### config.mk
export PLATFORM = sky130hd
export DESIGN_NAME = alu_multicycle
export DESIGN_NICKNAME = d
export VERILOG_FILES = /design/src/rtl/alu_pkg.sv /design/src/rtl/alu_muldiv_iter.sv /design/src/rtl/alu_multicycle.sv
export SDC_FILE = /design/constraint.sdc
export NUM_CORES = 1
export LEC_CHECK = 0
export CAP_MARGIN = 20
export CORE_MARGIN = 4
export CORE_UTILIZATION = 40
export CTS_CLUSTER_SIZE = 30
export DETAILED_ROUTE_END_ITERATION = 6
export GPL_ROUTABILITY_DRIVEN = 0
export SLEW_MARGIN = 25
export SYNTH_ARGS = -nofsm -noshare
export SYNTH_HDL_FRONTEND = slang
export SYNTH_HIERARCHICAL = 1
export SYNTH_SLANG_ARGS = --single-unit
### constraint.sdc
create_clock -name clk -period 4.8 [get_ports clk]
set_input_delay 0.96 -clock clk [delete_from_list [all_inputs] [get_ports clk]]
set_output_delay 0.96 -clock clk [all_outputs]
set_load 0.005 [all_outputs]
### src/rtl/alu_pkg.sv
// Shared definitions for the multicycle ALU: opcodes, FSM encoding and the
// flag bundle handed to the control unit.
package alu_pkg;

    // Operation codes on func
    localparam logic [2:0] ALU_ADD = 3'b000;
    localparam logic [2:0] ALU_SUB = 3'b001;
    localparam logic [2:0] ALU_MUL = 3'b010;
    localparam logic [2:0] ALU_DIV = 3'b011;
    localparam logic [2:0] ALU_AND = 3'b100;
    localparam logic [2:0] ALU_OR  = 3'b101;
    localparam logic [2:0] ALU_NOT = 3'b110;
    localparam logic [2:0] ALU_SLT = 3'b111;

    // Controller states
    localparam logic [1:0] S_IDLE    = 2'd0;
    localparam logic [1:0] S_MUL_RUN = 2'd1;
    localparam logic [1:0] S_DIV_RUN = 2'd2;
    localparam logic [1:0] S_FINISH  = 2'd3;

    // Flag bundle, MSB first as seen by the control unit
    typedef struct packed {
        logic overflow;
        logic div_zero;
        logic equals;
        logic above;
        logic zero;
    } alu_flags_t;

endpackage

### src/rtl/alu_muldiv_iter.sv
// Shared iterative engine for unsigned shift-add multiply and restoring divide.
// Ports: load_i loads a_i into the accumulator low half, b_i as the
// multiplicand/divisor, and arms the counter with WIDTH; step_i runs one
// iteration (divide when is_div_i, else multiply). acc_o is the 2*WIDTH
// accumulator (MUL: product; DIV: {remainder, quotient}); cnt_o is the
// remaining iteration count.
module alu_muldiv_iter
    import alu_pkg::*;
#(
    parameter int unsigned WIDTH = 32,
    parameter int unsigned CNT_W = $clog2(WIDTH) + 1
) (
    input  logic                 clk,
    input  logic                 rst_n,
    input  logic                 load_i,
    input  logic                 step_i,
    input  logic                 is_div_i,
    input  logic [WIDTH-1:0]     a_i,
    input  logic [WIDTH-1:0]     b_i,
    output logic [2*WIDTH-1:0]   acc_o,
    output logic [CNT_W-1:0]     cnt_o
);

    logic [2*WIDTH-1:0] acc_q, acc_d;
    logic [WIDTH-1:0]   opb_q, opb_d;
    logic [CNT_W-1:0]   cnt_q, cnt_d;
    logic [WIDTH:0]     mul_sum_c;
    logic [WIDTH:0]     rem_sh_c;

    // One iteration per step; the counter stops at zero instead of wrapping
    always_comb begin
        acc_d     = acc_q;
        opb_d     = opb_q;
        cnt_d     = cnt_q;
        // MUL: conditionally add multiplicand into the high half, carry kept
        mul_sum_c = {1'b0, acc_q[2*WIDTH-1:WIDTH]} + (acc_q[0] ? {1'b0, opb_q} : '0);
        // DIV: partial remainder after shifting in the next dividend bit
        rem_sh_c  = acc_q[2*WIDTH-1:WIDTH-1];
        if (load_i) begin
            acc_d = {{WIDTH{1'b0}}, a_i};
            opb_d = b_i;
            cnt_d = CNT_W'(WIDTH);
        end else if (step_i && (cnt_q != '0)) begin
            cnt_d = cnt_q - CNT_W'(1);
            if (is_div_i) begin
                if (rem_sh_c >= {1'b0, opb_q}) begin
                    acc_d = {WIDTH'(rem_sh_c - {1'b0, opb_q}), acc_q[WIDTH-2:0], 1'b1};
                end else begin
                    acc_d = {rem_sh_c[WIDTH-1:0], acc_q[WIDTH-2:0], 1'b0};
                end
            end else begin
                acc_d = {mul_sum_c, acc_q[WIDTH-1:1]};
            end
        end
    end

    // State registers
    always_ff @(posedge clk) begin
        if (!rst_n) begin
            acc_q <= '0;
            opb_q <= '0;
            cnt_q <= '0;
        end else begin
            acc_q <= acc_d;
            opb_q <= opb_d;
            cnt_q <= cnt_d;
        end
    end

    // Stepping an exhausted counter means a (WIDTH+1)-th iteration
    always_ff @(posedge clk) begin
        if (rst_n && step_i) begin
            assert (cnt_q != '0);
        end
    end

    assign acc_o = acc_q;
    assign cnt_o = cnt_q;

endmodule

### src/rtl/alu_multicycle.sv
// Registered ALU with start/busy/done handshake: single-cycle logic/arith ops,
// iterative signed MUL/DIV with remainder and divide-by-zero flag.
// Ports: start/func/op1/op2 request (accepted in IDLE only); busy high while
// MUL/DIV iterate; done pulses one cycle when result/remainder/flags update;
// overflow, div_zero, equals, above, zero flags hold until the next done.
module alu_multicycle
    import alu_pkg::*;
#(
    parameter int unsigned WIDTH = 32,
    parameter int unsigned CNT_W = $clog2(WIDTH) + 1
) (
    input  logic             clk,
    input  logic             rst_n,
    input  logic             start,
    input  logic [2:0]       func,
    input  logic [WIDTH-1:0] op1,
    input  logic [WIDTH-1:0] op2,
    output logic             busy,
    output logic             done,
    output logic [WIDTH-1:0] result,
    output logic [WIDTH-1:0] remainder,
    output logic             overflow,
    output logic             div_zero,
    output logic             equals,
    output logic             above,
    output logic             zero
);

    logic [1:0]         state_q, state_d;
    logic [2:0]         func_q, func_d;
    logic [WIDTH-1:0]   op1_q, op1_d;
    logic               neg_q, neg_d;
    logic               dz_q, dz_d;
    logic               busy_q, busy_d;
    logic               done_q, done_d;
    logic [WIDTH-1:0]   result_q, result_d;
    logic [WIDTH-1:0]   rem_q, rem_d;
    alu_flags_t         flags_q, flags_d;

    logic               load_c, step_c;
    logic [WIDTH-1:0]   sum_c, diff_c, a_mag_c, b_mag_c;
    logic [2*WIDTH-1:0] acc_c, prod_c;
    logic [CNT_W-1:0]   cnt_c;
    logic [WIDTH-1:0]   quot_c, rem_s_c;
    logic               mul_ovf_c, div_ovf_c;

    alu_muldiv_iter #(.WIDTH(WIDTH), .CNT_W(CNT_W)) u_iter (
        .clk      (clk),
        .rst_n    (rst_n),
        .load_i   (load_c),
        .step_i   (step_c),
        .is_div_i (state_q == S_DIV_RUN),
        .a_i      (a_mag_c),
        .b_i      (b_mag_c),
        .acc_o    (acc_c),
        .cnt_o    (cnt_c)
    );

    // Datapath: single-cycle arithmetic, magnitudes, and MUL/DIV sign fix-up
    always_comb begin
        sum_c   = op1 + op2;
        diff_c  = op1 - op2;
        a_mag_c = op1[WIDTH-1] ? ('0 - op1) : op1;
        b_mag_c = op2[WIDTH-1] ? ('0 - op2) : op2;
        prod_c  = neg_q ? ('0 - acc_c) : acc_c;
        // Product fits iff its top WIDTH+1 bits are a pure sign extension
        mul_ovf_c = !((&prod_c[2*WIDTH-1:WIDTH-1]) || (~|prod_c[2*WIDTH-1:WIDTH-1]));
        quot_c  = neg_q ? ('0 - acc_c[WIDTH-1:0]) : acc_c[WIDTH-1:0];
        rem_s_c = op1_q[WIDTH-1] ? ('0 - acc_c[2*WIDTH-1:WIDTH]) : acc_c[2*WIDTH-1:WIDTH];
        // A positive quotient of magnitude 2^(WIDTH-1) only arises from MIN / -1
        div_ovf_c = !neg_q && acc_c[WIDTH-1];
    end

    // Next-state and output logic
    always_comb begin
        state_d  = state_q;
        func_d   = func_q;
        op1_d    = op1_q;
        neg_d    = neg_q;
        dz_d     = dz_q;
        busy_d   = 1'b0;
        done_d   = 1'b0;
        result_d = result_q;
        rem_d    = rem_q;
        flags_d  = flags_q;
        load_c   = 1'b0;
        step_c   = 1'b0;
        case (state_q)
            S_IDLE: begin
                if (start) begin
                    func_d = func;
                    op1_d  = op1;
                    neg_d  = op1[WIDTH-1] ^ op2[WIDTH-1];
                    dz_d   = 1'b0;
                    case (func)
                        ALU_MUL: begin
                            load_c  = 1'b1;
                            busy_d  = 1'b1;
                            state_d = S_MUL_RUN;
                        end
                        ALU_DIV: begin
                            if (op2 == '0) begin
                                dz_d    = 1'b1;
                                state_d = S_FINISH;
                            end else begin
                                load_c  = 1'b1;
                                busy_d  = 1'b1;
                                state_d = S_DIV_RUN;
                            end
                        end
                        default: begin
                            done_d  = 1'b1;
                            rem_d   = '0;
                            flags_d = '0;
                            case (func)
                                ALU_ADD: begin
                                    result_d = sum_c;
                                    flags_d.overflow = (op1[WIDTH-1] == op2[WIDTH-1]) &&
                                                       (sum_c[WIDTH-1] != op1[WIDTH-1]);
                                end
                                ALU_SUB: begin
                                    result_d = diff_c;
                                    flags_d.overflow = (op1[WIDTH-1] != op2[WIDTH-1]) &&
                                                       (diff_c[WIDTH-1] != op1[WIDTH-1]);
                                    flags_d.equals = (op1 == op2);
                                    flags_d.above  = ($signed(op1) > $signed(op2));
                                end
                                ALU_AND: result_d = op1 & op2;
                                ALU_OR:  result_d = op1 | op2;
                                ALU_NOT: result_d = ~op1;
                                default: result_d = WIDTH'($signed(op1) < $signed(op2));
                            endcase
                            flags_d.zero = (result_d == '0);
                        end
                    endcase
                end
            end
            S_MUL_RUN, S_DIV_RUN: begin
                step_c = 1'b1;
                busy_d = 1'b1;
                if (cnt_c == CNT_W'(1)) begin
                    busy_d  = 1'b0;
                    state_d = S_FINISH;
                end
            end
            S_FINISH: begin
                done_d  = 1'b1;
                state_d = S_IDLE;
                flags_d = '0;
                if (func_q == ALU_MUL) begin
                    result_d = prod_c[WIDTH-1:0];
                    rem_d    = '0;
                    flags_d.overflow = mul_ovf_c;
                end else if (dz_q) begin
                    result_d = '0;
                    rem_d    = op1_q;
                    flags_d.overflow = 1'b1;
                    flags_d.div_zero = 1'b1;
                end else begin
                    result_d = quot_c;
                    rem_d    = rem_s_c;
                    flags_d.overflow = div_ovf_c;
                end
                flags_d.zero = (result_d == '0);
            end
            default: state_d = S_IDLE;
        endcase
    end

    // State and output registers
    always_ff @(posedge clk) begin
        if (!rst_n) begin
            state_q  <= S_IDLE;
            func_q   <= ALU_ADD;
            op1_q    <= '0;
            neg_q    <= 1'b0;
            dz_q     <= 1'b0;
            busy_q   <= 1'b0;
            done_q   <= 1'b0;
            result_q <= '0;
            rem_q    <= '0;
            flags_q  <= '0;
        end else begin
            state_q  <= state_d;
            func_q   <= func_d;
            op1_q    <= op1_d;
            neg_q    <= neg_d;
            dz_q     <= dz_d;
            busy_q   <= busy_d;
            done_q   <= done_d;
            result_q <= result_d;
            rem_q    <= rem_d;
            flags_q  <= flags_d;
        end
    end

    // An iterated op must reach FINISH with exactly WIDTH iterations consumed
    always_ff @(posedge clk) begin
        if (rst_n && (state_q == S_FINISH) && !dz_q) begin
            assert (cnt_c == '0);
        end
    end

    assign busy      = busy_q;
    assign done      = done_q;
    assign result    = result_q;
    assign remainder = rem_q;
    assign overflow  = flags_q.overflow;
    assign div_zero  = flags_q.div_zero;
    assign equals    = flags_q.equals;
    assign above     = flags_q.above;
    assign zero      = flags_q.zero;

endmodule

# Yosys cells after proc, flatten, opt, wreduce, memory -nomap -nowiden
# Index checks and enable logic that the tools add are counted.
[op_classes]
n_addsub = 10
magnitude_cmp = 3
n_eq_ne = 20
n_mux = 53
n_bitwise = 5
reduce_logical = 24
[op_table]
columns = ["cell", "n"]
rows = [
  ["32-bit 2-to-1 mux", 19],
  ["64-bit 2-to-1 mux", 3],
  ["32-bit case mux with 5 select lines", 1],
  ["32-bit case mux with 2 select lines", 2],
  ["1-bit by 32-bit subtractor with 32-bit output, first input constant", 4],
  ["32-bit zero test", 3],
  ["1-bit by 64-bit subtractor with 64-bit output, first input constant", 1],
  ["32-bit subtractor", 2],
  ["32-bit by 32-bit adder with 33-bit output", 1],
  ["33-bit by 32-bit >= comparator with 1-bit output", 1],
  ["33-bit AND reduction", 1],
  ["33-bit OR reduction", 1],
  ["32-bit adder", 1],
  ["32-bit AND", 1],
  ["32-bit equality test", 1],
  ["32-bit greater-than comparator", 1],
  ["32-bit less-than comparator", 1],
  ["32-bit NOT", 1],
  ["32-bit OR", 1],
  ["1-bit 2-to-1 mux", 14],
  ["6-bit 2-to-1 mux", 2],
  ["5-bit 2-to-1 mux", 2],
  ["5-bit case mux with 2 select lines", 1],
  ["3-bit by 2-bit equality test with 1-bit output, second input constant", 3],
  ["other kinds (26)", 47],
]
[totals]
ff_bits = 212
in_bits = 70
out_inout_bits = 71
word_cells = 134

# Logic depth before layout (Yosys ltp)
# Gate-level depths: netlist of the first run.
[logic_depth]
ltp_word = 9
ltp_mapped = 16
depth_no_buf = 15

# Cells and area by module
# The synthesis of the first run kept the hierarchy.
[by_module_without_submodules]
columns = ["module", "n_inst", "cells_each", "area_each_um2", "seq_area_each_um2"]
rows = [
  ["alu_multicycle", 1, 2129, 14675.3, 2202.1],
  ["alu_muldiv_iter", 1, 1116, 8760.9, 2042.0],
]

# Worst setup path before layout of the first run
# OpenSTA, ideal clock, no wires.
[synth_timing]
path_kind = "input -> register"
from = "input op1[12]"
to = "register flags_q, in the netlist zero"
setup_time_ns = 0.060
arrival_time_ns = 3.903
t_required_ns = 4.740
slack_ns = 0.837
cell_stages = 14
n_path_buf = 2
cell_sequence = "clkbuf_1 -> inv_1 -> ha_1 -> buf_1 -> nand4_1 -> or4_1 -> a31oi_1 -> o221a_2 -> o21ai_0 -> a221oi_1 -> xnor2_1 -> nor2_1 -> nor4_1 -> a41o_1"
[synth_between]
elab_chain_cells = 9
word_cells_on_any_way = 14
classes_between = "add/sub: 2; order compare: 1; mux: 7; bitwise: 3; reduce/logical: 1"
[synth_rtl]
columns = ["element", "line_no", "rtl"]
rows = [
  ["start, declared", "alu_multicycle.sv:16", "input logic [WIDTH-1:0] op1,"],
  ["32-bit subtractor (tied with other cells)", "alu_multicycle.sv:62", "diff_c = op1 - op2;"],
  ["32-bit case mux with 5 select lines (*)", "alu_multicycle.sv:115", "case (func)"],
  ["32-bit 2-to-1 mux (*)", "alu_multicycle.sv:95", "case (func)"],
  ["32-bit 2-to-1 mux (*)", "alu_multicycle.sv:90", "if (start) begin"],
  ["32-bit 2-to-1 mux (*)", "alu_multicycle.sv:88", "case (state_q)"],
  ["32-bit zero test (*)", "alu_multicycle.sv:133", "flags_d.zero = (result_d == '0);"],
  ["5-bit 2-to-1 mux (*)", "alu_multicycle.sv:95", ""],
  ["5-bit 2-to-1 mux (*)", "alu_multicycle.sv:90", ""],
  ["5-bit case mux with 2 select lines (*)", "alu_multicycle.sv:88", ""],
  ["end signal, assigned", "alu_multicycle.sv:193", "flags_q <= flags_d;"],
  ["end, declared", "alu_multicycle.sv:38", "alu_flags_t flags_q, flags_d;"],
]
# Mark *: on every way between the ends. The rest lies on a longest branch, timed or not. The select of a mux whose other input is x is not followed.
# A chain may end at the register's enable or synchronous reset.

# Worst setup path in the final report of the first run
[layout_timing]
from = "input op1[16]"
to = "register flags_q, in the netlist zero"
# The elaborated chain is that of the path after synthesis.

==> run metrics, run 1 <==
Static Leak 11.30 nW; Max clock buf depth 3; Worst Path Max Fanout 10; number of global-route vias before repair 24498; routed vias 26308; P per Cell Area 443.6 nW/um^2; H-tree depth 1; root buffer cell clkbuf_16; Slew headroom 29.51%; sequential cell area 4248 sq um; Post-synth EDFFs 0; Gate Count Post-Synth 3245; DP HPWL 76.23 mm; DR pass1 iterations 7; die height 250.1 um; dpl ws -0.1753 ns; Seq cells post-synth 212; Die Span X 250.1 um; worst stage delay on the critical path 0.71 ns; Detail Route Antenna Nets 0; crit-path cells clkdlybuf4s50_1 > inv_1 > ha_1 > buf_4 > a21oi_1 > o21ai_0 > a32o_1 > a2111oi_0 > buf_4 > nor3_1 > xnor2_1 > o21ai_0 > buf_4 > nor2_1 > and4_1 > a41o_1; antenna violations before repair 1; synth-to-layout area growth 19.21%; # IOs 141; DRC 22; count leader, synth nand2_1; clk sinks 212; hold_sp op1_q[11]; Netlist cell types 107; cell count of the worst reg-to-reg path 13; M1 WL 41.76 mm; clock tree from TritonCTS done; Iter 0 DRT Violations 3171; Buf/Inv on CP 5; Worst setup EP type register; Core Rows 88; fillers 5718; Mapped Nets 3497; Stages on worst setup path 16; FF-to-FF Start u_iter/acc_o[1]; Final Hold Vio Count 0; warnings from Yosys 6; Num CTS Buffers 27; Clock Skews 0.03064 ns; Clock Latency Late Sink 0.60 ns; Post-CTS Resized 0; failing checks DRC; Synth top cells by count nand2_1, nor2_1, dfxtp_1; minimum clock period 4.638 ns; post-CTS setup buffers 0; Worst-path clk slew 0.06 ns; diode count 0; met2 wire len 40.80 mm; maxcap violations 0; multi-input logic area 17700 sq um; fmax 0.2156 GHz; HP Class register to register; final WL 97.60 mm; initial core utilization 40.54%; Synth area leaders dfxtp_1, ha_1, nand2_1, xnor2_1, mux2i_1; core area 57810 sq um; met3 wire len 10.12 mm; CP most frequent cell buf_4; post-DR wirelength/cell 22.92 um; highest layer used for signal routing met4; biggest area consumer among synthesized cells dfxtp_1; worst r2r dst overflow; syn_area_per_cell 7.222 sq um; Primary FF master, synth dfxtp_1; sequential area share after synthesis 18.11%; final worst-path setup slack 0.1621 ns; maximum VDD drop 0.3544 mV; final hold slack 0.4681 ns; outcome finished, violations left; worst hold stages 2; gr ovfl total 0; Via density 6.177; RSZ-0062 raised after global routing no; first-pass GRT wire length 146.9 mm; total track usage 29.24%; hold-fix buffers at CTS 0; fin nets 3727; CP Data Required Time 5.30 ns; CP arrival 5.14 ns; Worst-Margin Slew 1.055 ns; layout cells sized above 1 11.39%; slowest CP cell a2111oi_0; PortBufs 140; TNS Setup 0 ns; Slew Viols, Final 0; Worst Hold End op1_q[11]; final worst path period share 96.62%; r2r setup slk 0.50 ns; Synth Cell Area 23440 sq um; Synth top area share 18.11%; Setup crit start kind primary input; CP Class primary input to register; critical path's top delay family compound AO/OA/AOI/OAI gates; Die ar. 62530 sq um; largest net degree at the start of global routing 118; fraction of registers with async set/reset 0%; final setup violation count 0
-- worst reg2reg max path, stage by stage (launching register included) --
cell     delay [ns]
dfxtp_1        0.38
inv_1          0.09
ha_1           0.26
or4b_4         0.54
or4_1          0.49
nor4_1         0.63
xor2_1         0.11
or4_1          0.41
o22ai_1        0.26
nand4_1        0.13
nor4_1         0.35
nand4_1        0.22
nand4_1        0.21
a31oi_1        0.11
-- area by class of cell --
cell class	count	share of cell area [%]
timing repair buffer	413	12.59
tap	765	3.426
clock inverter	13	0.5329
clock buffer	35	2.669
sequential	212	15.20
multi-input combinational	2657	63.37
inverter	164	2.208
-- metrics by stage --
step	instances	cell area (sq um)	power (mW)	utilization, %
floorplan	3245	23440	7.737	-
global placement	4211	27040	9.904	46.77
detailed placement	4211	27040	10.03	46.77
CTS	4259	27930	12.19	48.32
global route	4259	27940	13.11	48.33
finish	4259	27940	12.39	48.33
-- cells by family (layout without fill, tap and decap cells) --
| family | Yosys count | count (layout) | share of synthesized area, % |
|---|---|---|---|
| compound gates | 977 | 977 | 28.08 |
| buf+inv | 376 | 625 | 6.508 |
| mux | 115 | 115 | 4.954 |
| flops | 212 | 212 | 18.11 |
| xor+xnor | 196 | 196 | 7.325 |
| fa+ha+maj | 182 | 182 | 9.845 |
| simple gates | 1187 | 1187 | 25.18 |
-- metal layers --
layer | vias up | track usage (%)
met5 | - | 0
met2 | 1452 | 44.43
li1 | 12203 | -
met3 | 250 | 5.368
met4 | 0 | 11.84
met1 | 12403 | 40.91
-- flip-flops by register name (all words and copies together), names as in the netlist, 2 cells and up --
| register | count |
|---|---|
| state_q | 2 |
| u_iter/opb_q | 32 |
| op1_q | 32 |
| func_q | 3 |
| result | 32 |
| u_iter/acc_o | 64 |
| u_iter/cnt_o | 6 |
| remainder | 32 |
-- worst max path at each step --
stage	start	end
floorplan	op1[12]	zero
detailed placement	op1[1]	zero
global route	op1[1]	zero
CTS	op1[1]	zero
global placement	op1[1]	zero
finish	op1[16]	zero
-- power breakdown --
group	switching (mW)	total (mW)	leakage, nW	internal [mW]
Sequential	0.355	2.34	1.72	1.98
Combinational	4.91	7.94	9.14	3.02
Clock	0.915	2.12	0.433	1.21
-- cell usage in the layout (no fill, tap or decap), types with 12 or more instances in the layout --
cell             Yosys  final
a2111oi_0           12     12
a211o_1             19     19
a211oi_1            52     52
a21boi_0            66     66
a21o_1              44     44
a21oi_1            209    208
a22oi_1             37     37
a31oi_1             28     28
and2_1              53     52
and3_1              15     15
and4_1              12     12
buf_4                3    267
clkbuf_16            0     27
clkdlybuf4s50_1      0    137
dfxtp_1            212    209
ha_1               178    176
inv_1              162    161
mux2i_1            107    107
nand2_1            382    382
nand2b_1            20     20
nand3_1             71     71
nand4_1             41     41
nor2_1             226    225
nor2b_1            130    130
nor3_1              78     78
nor4_1              42     42
o211ai_1            44     44
o21a_1              13     13
o21ai_0            204    204
o21bai_1            15     15
o22ai_1             35     34
o31ai_1             44     44
o41ai_1             22     22
or2_2               13     13
or3_1               33     33
or4_1               31     31
xnor2_1            133    133
xor2_1              63     63
(Power assumes the default switching activity.)
==> inputs of run 2 (changes only) <==
==> constraint.sdc (replaced) <==
create_clock -name clk -period 5.75 [get_ports clk]
set_input_delay 1.15 -clock clk [delete_from_list [all_inputs] [get_ports clk]]
set_output_delay 1.15 -clock clk [all_outputs]
set_load 0.005 [all_outputs]
==> run metrics, run 2 (synthesis results as in run 1) <==
outcome finished, final reports clean; routed vias 25937; DP Cell Count 4047; # IOs 141; fmax 0.1934 GHz; switch share 49.96%; final WL 96.09 mm; Num CTS Buffers 28; Worst-Margin Slew 1.190 ns; Slew headroom 20.37%; Gate power share 61.9%; Worst Path Max Fanout 6; HP Class register to register; maxcap violations 0; PortBufs 140; fin util 46.29%; Iter 0 DRT Violations 3051; number of global-route vias before repair 23898; Post-CTS Resized 0; commonest non-fill, non-tap cell in the layout nand2_1; final hold slack 0.4658 ns; TNS Setup 0 ns; final worst path period share 89.94%; CP Data Required Time 6.24 ns; RSZ-0062 raised after global routing no; Setup crit start kind primary input; fillers 5805; minimum clock period 5.171 ns; Die Span X 250.1 um; Largest register FFs 64; Detail Route Antenna Nets 0; DR pass1 iterations 6; Clock Skews 0.03372 ns; gr ovfl total 0; most frequent cells in the layout nand2_1, nor2_1, dfxtp_1; Die ar. 62530 sq um; Final Instance Area 26760 sq um; fin nets 3564; Static Leak 10.53 nW; Worst setup EP type register; cell-internal power 5.130 mW; maximum VDD drop 0.5299 mV; first-pass GRT wire length 144.1 mm; CP Class primary input to register; total track usage 28.75%; sw power 5.122 mW; hold-fix buffers at CTS 0; final setup violation count 0; core area 57810 sq um; DRC 0; clk sinks 212; root buffer cell clkbuf_16; Worst-path clk slew 0.06 ns; Slew Viols, Final 0; P per Cell Area 383.1 nW/um^2; layout cells sized above 1 7.171%; die height 250.1 um; Post-DP Area 25750 sq um; DP HPWL 74.16 mm; Clock Latency Late Sink 0.61 ns; post-CTS setup buffers 0; clock tree from TritonCTS done; CP arrival 5.66 ns; synth-to-layout area growth 14.17%; post-DR wirelength/cell 23.44 um; largest net degree at the start of global routing 95; Max clock buf depth 3; Via density 6.328; initial core utilization 40.54%; Final Non-Filler Cells 4099; Final Hold Vio Count 0; Core Rows 88; clock share of power 18.7%; antenna violations before repair 2; H-tree depth 1; Reg power frac 19.4%
## run 2: power groups by stage
stage / sequential, mW / clock [mW] / combinational [mW]
after floorplan: 1.85 / 0 / 4.61
after global placement: 1.99 / 0 / 6.04
after detailed placement: 2.00 / 0 / 6.13
after CTS: 1.97 / 1.96 / 6.16
after global routing: 2.01 / 2.00 / 6.87
final: 1.99 / 1.92 / 6.35
## run 2: cell type report
type / instances / area [sq um] / share of cell area, %
multi-input combinational: 2657 / 17710 / 66.19
sequential: 212 / 4248 / 15.87
antenna: 1 / 2.502 / 0.009352
timing repair buffer: 249 / 2220 / 8.295
clock buffer: 32 / 725.7 / 2.712
tap: 765 / 957.2 / 3.577
clock inverter: 19 / 277.8 / 1.038
inverter: 164 / 616.8 / 2.305
## run 2: metrics by stage
step                total power, mW  setup slack [ns]
detailed placement            8.131            0.1682
CTS                           10.09            0.7667
global placement              8.038            0.2239
floorplan                     6.459             1.597
finish                        10.25            0.5787
global route                  10.88            0.3284
## run 2: final timing paths
check                     to  slack [ns]              from  depth (start not counted)
setup / recovery        zero        0.58            op1[0]                         14
hold / removal    result[24]        0.47        result[24]                          2
setup reg to reg    overflow        0.85  u_iter/acc_o[33]                         13
hold reg to reg   result[24]        0.47        result[24]                          2
## run 2: critical path, stage by stage
cell and delay (ns):
clkdlybuf4s50_1 0.56, ha_1 0.32, fa_1 0.41, a21o_1 0.21
a221oi_1 0.73, or4_1 0.25, a31oi_1 0.20, o41ai_1 0.51
a22oi_1 0.15, xnor2_1 0.16, o21ai_0 0.42, a2111oi_0 0.12
and4_1 0.22, a41o_1 0.23
## run 2: metal layers
metal / vias to the layer above / wire [um] / GRT usage (%)
met5: - / 0 / 0
li1: 11887 / - / -
met4: 0 / 4565 / 11.52
met3: 251 / 10630 / 5.513
met2: 1481 / 39910 / 43.26
met1: 12318 / 40980 / 40.48
